==> config.mk <==
export PLATFORM = sky130hd
export DESIGN_NAME = integer_register_write_stage
export DESIGN_NICKNAME = d
export VERILOG_FILES = /design/src/rtl/integer_register_write_stage_pkg.sv /design/src/rtl/integer_register_write_stage_branch_update_queue.sv /design/src/rtl/integer_register_write_stage.sv
export SDC_FILE = /design/constraint.sdc
export NUM_CORES = 1
export LEC_CHECK = 0
export BUFFER_PORTS_ARGS = -buffer_cell sky130_fd_sc_hd__buf_2
export CAP_MARGIN = 20
export CORE_MARGIN = 2
export CORE_UTILIZATION = 38
export CTS_BUF_LIST = sky130_fd_sc_hd__clkbuf_2
export CTS_CLUSTER_DIAMETER = 40
export CTS_CLUSTER_SIZE = 40
export DETAILED_ROUTE_END_ITERATION = 6
export SYNTH_ARGS = -nofsm -noshare
export SYNTH_HDL_FRONTEND = slang
export SYNTH_SLANG_ARGS = --single-unit
==> constraint.sdc <==
create_clock -name clk -period 16.1 [get_ports clk]
set_input_delay 2.415 -clock clk [delete_from_list [all_inputs] [get_ports clk]]
set_output_delay 2.415 -clock clk [all_outputs]
set_load 0.01 [all_outputs]
==> src/rtl/integer_register_write_stage_pkg.sv <==
// Shared pipeline types for the integer register-write stage and its
// predictor-update queue.
package PipelineTypes;

  localparam int unsigned DEFAULT_INT_ISSUE_WIDTH    = 2;
  localparam int unsigned DEFAULT_BR_UPD_QUEUE_DEPTH = 4;

  localparam int unsigned PREG_NUM_WIDTH          = 6;
  localparam int unsigned PREG_DATA_WIDTH         = 32;
  localparam int unsigned ACTIVE_LIST_INDEX_WIDTH = 5;
  localparam int unsigned ADDR_WIDTH              = 16;

  typedef logic [PREG_NUM_WIDTH-1:0]          PRegNum;
  typedef logic [PREG_DATA_WIDTH-1:0]         PRegDataPath;
  typedef logic [ACTIVE_LIST_INDEX_WIDTH-1:0] ActiveListIndexPath;
  typedef logic [ADDR_WIDTH-1:0]              AddrPath;
  typedef logic [$clog2(DEFAULT_BR_UPD_QUEUE_DEPTH)-1:0] BrUpdQueueIndexPath;

  typedef struct packed {
    logic               writeReg;
    PRegNum             dstPhyReg;
    ActiveListIndexPath activeListPtr;
  } IntQueueData;

  typedef struct packed {
    logic        valid;
    PRegDataPath data;
  } PRegDataOut;

  typedef struct packed {
    logic    valid;
    logic    taken;
    AddrPath brAddr;
    AddrPath nextAddr;
  } BranchResult;

  typedef struct packed {
    logic        valid;
    IntQueueData intQueueData;
    PRegDataOut  dataOut;
    BranchResult brResult;
    logic        brMissPred;
  } IntegerRegisterWriteStageRegPath;

endpackage

==> src/rtl/integer_register_write_stage_branch_update_queue.sv <==
// BranchUpdateQueue: multi-push (ascending lane order), single-pop FIFO
// feeding branch results to the predictor.
module BranchUpdateQueue
  import PipelineTypes::*;
#(
  parameter int unsigned PUSH_WIDTH = DEFAULT_INT_ISSUE_WIDTH,
  parameter int unsigned DEPTH      = DEFAULT_BR_UPD_QUEUE_DEPTH
) (
  input  logic                         clk,
  input  logic                         rst,
  input  logic [PUSH_WIDTH-1:0]        push,
  input  BranchResult                  pushData [PUSH_WIDTH],
  input  logic                         pop,
  output BranchResult                  headData,
  output logic [$clog2(DEPTH+1)-1:0]   count
);

  localparam int unsigned IDX_W = (DEPTH > 1) ? $clog2(DEPTH) : 1;
  localparam int unsigned CNT_W = $clog2(DEPTH+1);

  typedef logic [IDX_W-1:0] Index;
  typedef logic [CNT_W-1:0] Count;

  BranchResult entries [DEPTH];
  Index        headPtr;
  Index        tailPtr;
  Index        slot [PUSH_WIDTH];
  Count        numPush;
  logic        doPop;

  // Each pushing lane takes the next free slot after all lower pushing lanes.
  always_comb begin
    numPush = '0;
    for (int unsigned i = 0; i < PUSH_WIDTH; i++) begin
      slot[i] = tailPtr + Index'(numPush);
      if (push[i]) numPush = numPush + Count'(1);
    end
  end

  assign doPop    = pop && (count != '0);
  assign headData = entries[headPtr];

  // Entry storage; contents are meaningless while not counted, so no reset.
  always_ff @(posedge clk) begin
    for (int unsigned i = 0; i < PUSH_WIDTH; i++) begin
      if (push[i]) entries[slot[i]] <= pushData[i];
    end
  end

  // Pointers wrap naturally modulo the power-of-two depth.
  always_ff @(posedge clk) begin
    if (rst) begin
      headPtr <= '0;
      tailPtr <= '0;
      count   <= '0;
    end else begin
      tailPtr <= tailPtr + Index'(numPush);
      if (doPop) headPtr <= headPtr + Index'(1);
      count   <= count + numPush - Count'(doPop);
    end
  end

endmodule

==> src/rtl/integer_register_write_stage.sv <==
// Integer register-write stage: RF write-back, active-list completion,
// mispredict recovery request and predictor-update queueing.
// Optional feature macro: RSD_INT_WB_PERF_COUNTER_EN (perfBrUpd/perfBrMiss).
module integer_register_write_stage
  import PipelineTypes::*;
#(
  parameter int unsigned INT_ISSUE_WIDTH    = DEFAULT_INT_ISSUE_WIDTH,
  parameter int unsigned BR_UPD_QUEUE_DEPTH = DEFAULT_BR_UPD_QUEUE_DEPTH
) (
  input  logic                            clk,
  input  logic                            rst,
  input  logic                            stall,
  input  logic                            clear,
  input  logic [INT_ISSUE_WIDTH-1:0]      flush,
  input  IntegerRegisterWriteStageRegPath prevStage [INT_ISSUE_WIDTH],
  output logic [INT_ISSUE_WIDTH-1:0]      rfWE,
  output PRegNum                          rfWAddr [INT_ISSUE_WIDTH],
  output PRegDataPath                     rfWData [INT_ISSUE_WIDTH],
  output logic [INT_ISSUE_WIDTH-1:0]      alDoneValid,
  output ActiveListIndexPath              alDonePtr [INT_ISSUE_WIDTH],
  output logic [INT_ISSUE_WIDTH-1:0]      alReplay,
  output logic                            brUpdValid,
  input  logic                            brUpdReady,
  output BranchResult                     brUpdData,
  output logic                            recoveryReq,
  output ActiveListIndexPath              recoveryPtr,
  output logic                            stallReq
`ifdef RSD_INT_WB_PERF_COUNTER_EN
  ,
  output logic [31:0]                     perfBrUpd,
  output logic [31:0]                     perfBrMiss
`endif
);

  localparam int unsigned CNT_W = $clog2(BR_UPD_QUEUE_DEPTH+1);

  IntegerRegisterWriteStageRegPath pipeReg [INT_ISSUE_WIDTH];
  logic [INT_ISSUE_WIDTH-1:0]      laneLive;
  logic [INT_ISSUE_WIDTH-1:0]      brPush;
  BranchResult                     brPushData [INT_ISSUE_WIDTH];
  logic [CNT_W-1:0]                queueCount;

  // Pipeline register: loads from execution stage unless stalled.
  always_ff @(posedge clk) begin
    if (rst) begin
      for (int unsigned i = 0; i < INT_ISSUE_WIDTH; i++) pipeReg[i].valid <= 1'b0;
    end else if (!stall) begin
      pipeReg <= prevStage;
    end
  end

  // Per-lane write-back, completion, push and recovery selection.
  always_comb begin
    rfWE        = '0;
    alDoneValid = '0;
    alReplay    = '0;
    brPush      = '0;
    laneLive    = '0;
    recoveryReq = 1'b0;
    recoveryPtr = '0;
    for (int unsigned i = 0; i < INT_ISSUE_WIDTH; i++) begin
      rfWAddr[i]    = pipeReg[i].intQueueData.dstPhyReg;
      rfWData[i]    = pipeReg[i].dataOut.data;
      alDonePtr[i]  = pipeReg[i].intQueueData.activeListPtr;
      brPushData[i] = pipeReg[i].brResult;
      laneLive[i]   = pipeReg[i].valid && !flush[i] && !clear && !stall && !rst;
      if (laneLive[i]) begin
        alDoneValid[i] = 1'b1;
        alReplay[i]    = !pipeReg[i].dataOut.valid;
        if (pipeReg[i].dataOut.valid) begin
          rfWE[i]   = pipeReg[i].intQueueData.writeReg;
          brPush[i] = pipeReg[i].brResult.valid;
          if (pipeReg[i].brMissPred && !recoveryReq) begin
            recoveryReq = 1'b1;
            recoveryPtr = pipeReg[i].intQueueData.activeListPtr;
          end
        end
      end
    end
  end

  BranchUpdateQueue #(
    .PUSH_WIDTH (INT_ISSUE_WIDTH),
    .DEPTH      (BR_UPD_QUEUE_DEPTH)
  ) brUpdQueue (
    .clk      (clk),
    .rst      (rst),
    .push     (brPush),
    .pushData (brPushData),
    .pop      (brUpdValid && brUpdReady),
    .headData (brUpdData),
    .count    (queueCount)
  );

  assign brUpdValid = !rst && (queueCount != '0);
  assign stallReq   = !rst &&
    ((CNT_W'(BR_UPD_QUEUE_DEPTH) - queueCount) < CNT_W'(INT_ISSUE_WIDTH));

`ifdef RSD_INT_WB_PERF_COUNTER_EN
  logic [31:0] numBrUpd;
  logic [31:0] numBrMiss;
  logic [32:0] brUpdSum;

  // Candidate push total with a carry bit used for saturation.
  always_comb begin
    brUpdSum = {1'b0, numBrUpd};
    for (int unsigned i = 0; i < INT_ISSUE_WIDTH; i++) begin
      if (brPush[i]) brUpdSum = brUpdSum + 33'd1;
    end
  end

  // Saturating event counters.
  always_ff @(posedge clk) begin
    if (rst) begin
      numBrUpd  <= '0;
      numBrMiss <= '0;
    end else begin
      numBrUpd <= brUpdSum[32] ? '1 : brUpdSum[31:0];
      if (recoveryReq && (numBrMiss != '1)) numBrMiss <= numBrMiss + 32'd1;
    end
  end

  assign perfBrUpd  = numBrUpd;
  assign perfBrMiss = numBrMiss;
`endif

endmodule

=== After elaboration in Yosys (flattened, before gate mapping) ===
Memories as Yosys holds them, arrays and structs flattened. A register that Yosys moved wholly into a read port is not among the register bits.
Index checks and enable logic that the tools add are counted.

* Input bits: 169
* Memory bits (writable): 136
* Register bits after elaboration: 169
* Memories kept: 1
* Output and inout bits: 134

{| class="wikitable"
|+ Memory list
! name !! depth !! width !! read ports !! clocked after memory_dff !! write ports !! RTL line !! source
|-
| brUpdQueue.entries || 4 || 34 || 1 || 1 || 2 || integer_register_write_stage_branch_update_queue.sv:24 || <nowiki>BranchResult entries [DEPTH];</nowiki>
|}

* Bitwise logic cells: 2
* Order comparisons: 1
* Reduce and logical (&&, ||, !) cells: 23
* Muxes and demuxes: 32
* $add $sub $neg: 7

{| class="wikitable"
|+ Operator list
! operator !! count
|-
| 5-bit two-way mux || 6
|-
| 1-bit two-way mux || 23
|-
| 1-bit logical AND || 13
|-
| 1-bit zero test || 8
|-
| 2-bit two-way mux || 2
|-
| 3-bit adder || 1
|-
| 3-bit by 2-bit < comparator with 1-bit output, second input constant || 1
|-
| 3-bit two-way mux || 1
|-
| 3-bit nonzero test || 1
|-
| 3-bit by 1-bit subtractor with 3-bit output || 1
|-
| 3-bit subtractor, first input constant || 1
|-
| 1-bit by 1-bit adder with 2-bit output, second input constant || 1
|-
| 2-bit by 1-bit adder with 2-bit output || 1
|-
| 2-bit by 1-bit adder with 2-bit output, second input constant || 1
|-
| 2-bit adder || 1
|-
| 1-bit NOT || 2
|-
| 2-bit AND reduction || 1
|}

=== Longest topological paths before layout ===
* Depth in word-level cells: 11
* Gate-level depth with buffers: 11
* Gate-level depth less buffers: 11

=== Modules after synthesis ===
From an unflattened synthesis, not the netlist that was laid out.

* Cell total of the unflattened synthesis: 673
* Area total of the unflattened synthesis: 12,977.4 µm²

{| class="wikitable"
|+ By module, submodules not included
! module !! seq. area each (µm²) !! cells an instance !! instances !! area an instance (µm²)
|-
| BranchUpdateQueue || 4,264.1 || 382 || 1 || 7,168.1
|-
| integer_register_write_stage || 4,844.6 || 291 || 1 || 5,809.3
|}

=== Least setup slack after synthesis ===
Ideal clock, no wire load.

* Kind: input -> register
* Start: input port rst
* End: register pipeReg (netlist bit alDonePtr[0]) (enable)
* Path slack: 6.156 ns
* Setup time: 0.683 ns
* Stages on the path: 2
* Data arrival time: 9.262 ns
* Buffers on the path: 1
* Cell sequence: clkbuf_1 -> nor2_1

* Word-level cells in the longest chain between the ends: 2

{| class="wikitable"
|+ Ends and longest elaborated chain
! what !! RTL line !! source
|-
| start: declaration || integer_register_write_stage.sv:11 || <nowiki>input logic rst,</nowiki>
|-
| 1-bit NOT (no line) || -- ||
|-
| 2-bit AND reduction (no line) || -- ||
|-
| end signal: assignment || integer_register_write_stage.sv:48 || <nowiki>pipeReg <= prevStage;</nowiki>
|-
| end: declaration || integer_register_write_stage.sv:37 || <nowiki>IntegerRegisterWriteStageRegPath pipeReg [INT_ISSUE_WIDTH];</nowiki>
|}

Every way passes these cells.
A chain may end at the register's enable or synchronous reset.

=== Worst setup path after layout ===
* Start: input port rst
* End: output port rfWE[0]

* Word-level cells in the longest chain between the ends: 3

{| class="wikitable"
|+ Ends and longest elaborated chain
! what !! RTL line !! source
|-
| 1-bit zero test || integer_register_write_stage.sv:66 || <nowiki>laneLive[i] = pipeReg[i].valid && !flush[i] && !clear && !stall && !rst;</nowiki>
|-
| 1-bit logical AND || integer_register_write_stage.sv:66 ||
|-
| 1-bit two-way mux || integer_register_write_stage.sv:67 || <nowiki>if (laneLive[i]) begin</nowiki>
|-
| end: declaration || integer_register_write_stage.sv:16 || <nowiki>output logic [INT_ISSUE_WIDTH-1:0] rfWE,</nowiki>
|}

Every way passes these cells.

==> metrics.cfg <==
[detailed_routing]
vias=6664
dr.pass1.iters=5
drt_iter0_markers=452
drcViolationCount=0
wl_per_cell_um=19.22
ant_nets=0
viasPerCell=4.716
wl_mm=27.16

[global_routing]
antenna_found_initial=2
grt_use_met3=0.05891
grtUsageMet2=0.2678
grt_use_total=0.1566
grt_pass1_vias=7162
overflow=0
grt_max_degree=158
busiest_layer=met2
grt_use_met1=0.1812
grt_pass1_wl_mm=41.46

[clock_tree]
cts_resized=0
clk_path_buf_depth=3
post_cts_buffers=0
cts_hold_buf=0
cts_root_buffer=clkbuf_2
cts_tree=built
cts.clk_slew.worst_paths_ps=100
clock-sinks=307
htree_levels=2
clock_latency_ps=970
numCtsBuffers=48

[place]
gp_congestion=0.7976
hpwl_mm=16.05
portBuffers=302

[floorplan]
die_h_um=187.5
core.rowCount=67
io_pins=303
fp.dieW_um=187.5
coreArea_um2=33360
die_area_um2=35150
start_util=0.3834

[yosys]
synth_edf_count=296
synth_top_area_frac=0.6949
synth_nets=856
synthCells=678
synth_seq_area_share=0.7121
synth_area_um2=12790
synth-main-ff-cell=edfxtp_1
yosysWarnings=0
synthTopCellsByArea=edfxtp_1, mux2_2, mux4_2
synth_cell_type_count=40
synth-seq-cells=307
synth_top_cell_by_area=edfxtp_1
synthArstFlopShare=0
avgSynthCellArea_um2=18.87

[sta]
finalSetupViolations=0
maxSlewHeadroom=0.3073
hold_viol_final=0
rsz0062_at_grt=false
final_max_slew_viol_count=0
layout_min_cycle_time_ps=6202
fin_skew_ps=116.2
fin_tns_setup_ps=0
worst_slew_pin_slew_ps=1039
timing.final.crit_share=0.3852
fmax_ghz=0.1612

[worst_setup_path]
critical_path_class=input pin to output pin
crit_path_end_kind=output pin
crit_path_max_fanout=17
crit_path_start_kind=input pin
worstPathRequired_ps=13690
arrival_ps=3790

[pwr]
p_leak_nw=5.435
power.density_nw_per_um2=104.1
irDropWorstVdd_uv=70.65

[final_layout]
layout-drive-gt1-share=0.5857
nets=1105
syn_to_final_growth_pct=15.63
mostFrequentLayoutCell=buf_2
layout_common_cells=buf_2, edfxtp_1, mux2_2
final_core_util=0.4433
nFillCells=3025

[outcome]
status=finished, final reports clean

[worst_hold_path]
hold_path.class=register to register

[run]
max-cap-violations=0

## cell usage after synthesis (2+ instances only)
library cell	count
a22oi_1	5
and3_1	2
and4b_1	2
buf_1	4
buf_2	6
buf_4	86
buf_6	3
clkbuf_1	11
dfxtp_1	11
edfxtp_1	296
ha_1	8
inv_1	8
mux2_1	2
mux2_2	130
mux2i_1	2
mux4_2	34
nand2_1	4
nand2b_1	3
nand3_1	6
nand4_1	4
nand4_2	2
nand4b_1	2
nor2_1	13
nor2b_1	4
nor3b_1	3
o21ai_0	6
o22ai_1	2
xnor2_1	6
xor2_1	2
## report_power, final
part           switching [W]  internal (W)
combinational      0.0000598     0.0000755
sequential         0.0000290      0.000912
clock               0.000308      0.000156
## cell families (layout without fill, tap and decap cells)
family,count (synthesis),in the layout,share of synthesized area
xor gates and xnor gates,8,8,0.005478
adders and majority gates,9,9,0.009391
other,0,2,0
buffers and inverters,119,404,0.06260
DFF,307,307,0.7121
muxes,168,168,0.1776
and+or+nand+nor,53,53,0.02592
AOI/OAI and AO/OA,14,14,0.006848
## flip-flops by register name, indices dropped and copies added, names as in the netlist, named ones only
signal / count
rfWAddr: 12
rfWData: 64
brUpdQueue.count: 3
brPushData: 68
brUpdQueue.tailPtr: 2
brUpdQueue.headPtr: 2
alDonePtr: 10
brUpdQueue.entries: 136
pipeReg: 8
## final timing paths
path           startpoint                       end  slack (ps)  cells past startpoint
max                   rst                   rfWE[0]        9900                      5
min           pipeReg[80]               pipeReg[80]         540                      2
max reg2reg  pipeReg[148]  brUpdQueue.entries[2][5]       12300                      7
min reg2reg   pipeReg[80]               pipeReg[80]         540                      2
## area by class of cell
type	instances	area, µm²	share of cell area
antenna	2	5.005	0.0003384
tap	448	560.5	0.03790
inverter	8	30.03	0.002030
clock inverter	32	270.3	0.01827
clock buffer	54	270.3	0.01827
multi-input combinational	252	2957	0.1999
sequential	307	9114	0.6162
timing repair buffer	310	1584	0.1071
## routing by layer
| layer | vias to the layer above | wire (µm) |
|---|---|---|
| met5 | - | 0 |
| met4 | 0 | 676 |
| met2 | 276 | 13550 |
| li1 | 3088 | - |
| met3 | 62 | 2343 |
| met1 | 3238 | 10590 |
## critical path: stages
cell     delay (ps)
buf_2           200
or3_1           540
nor3b_1         320
and3_1          190
buf_2           120
## metrics by stage
stage / area (µm²) / hold WS (ps) / std cells / setup WS [ps] / total power (W)
6_report: 14790 / 543.5 / 1413 / 9898 / 0.001540
5_1_grt: 14790 / 570.3 / 1413 / 9749 / 0.001618
4_1_cts: 14790 / 550.2 / 1411 / 9901 / 0.001570
3_5_place_dp: 14240 / 517.2 / 1325 / 9904 / 0.001098
3_3_place_gp: 14240 / 525.9 / 1325 / 9932 / 0.001097
2_1_floorplan: 12790 / 478.6 / 678 / 6156 / 0.001051
No activity file was read; power rests on OpenSTA's default activity.
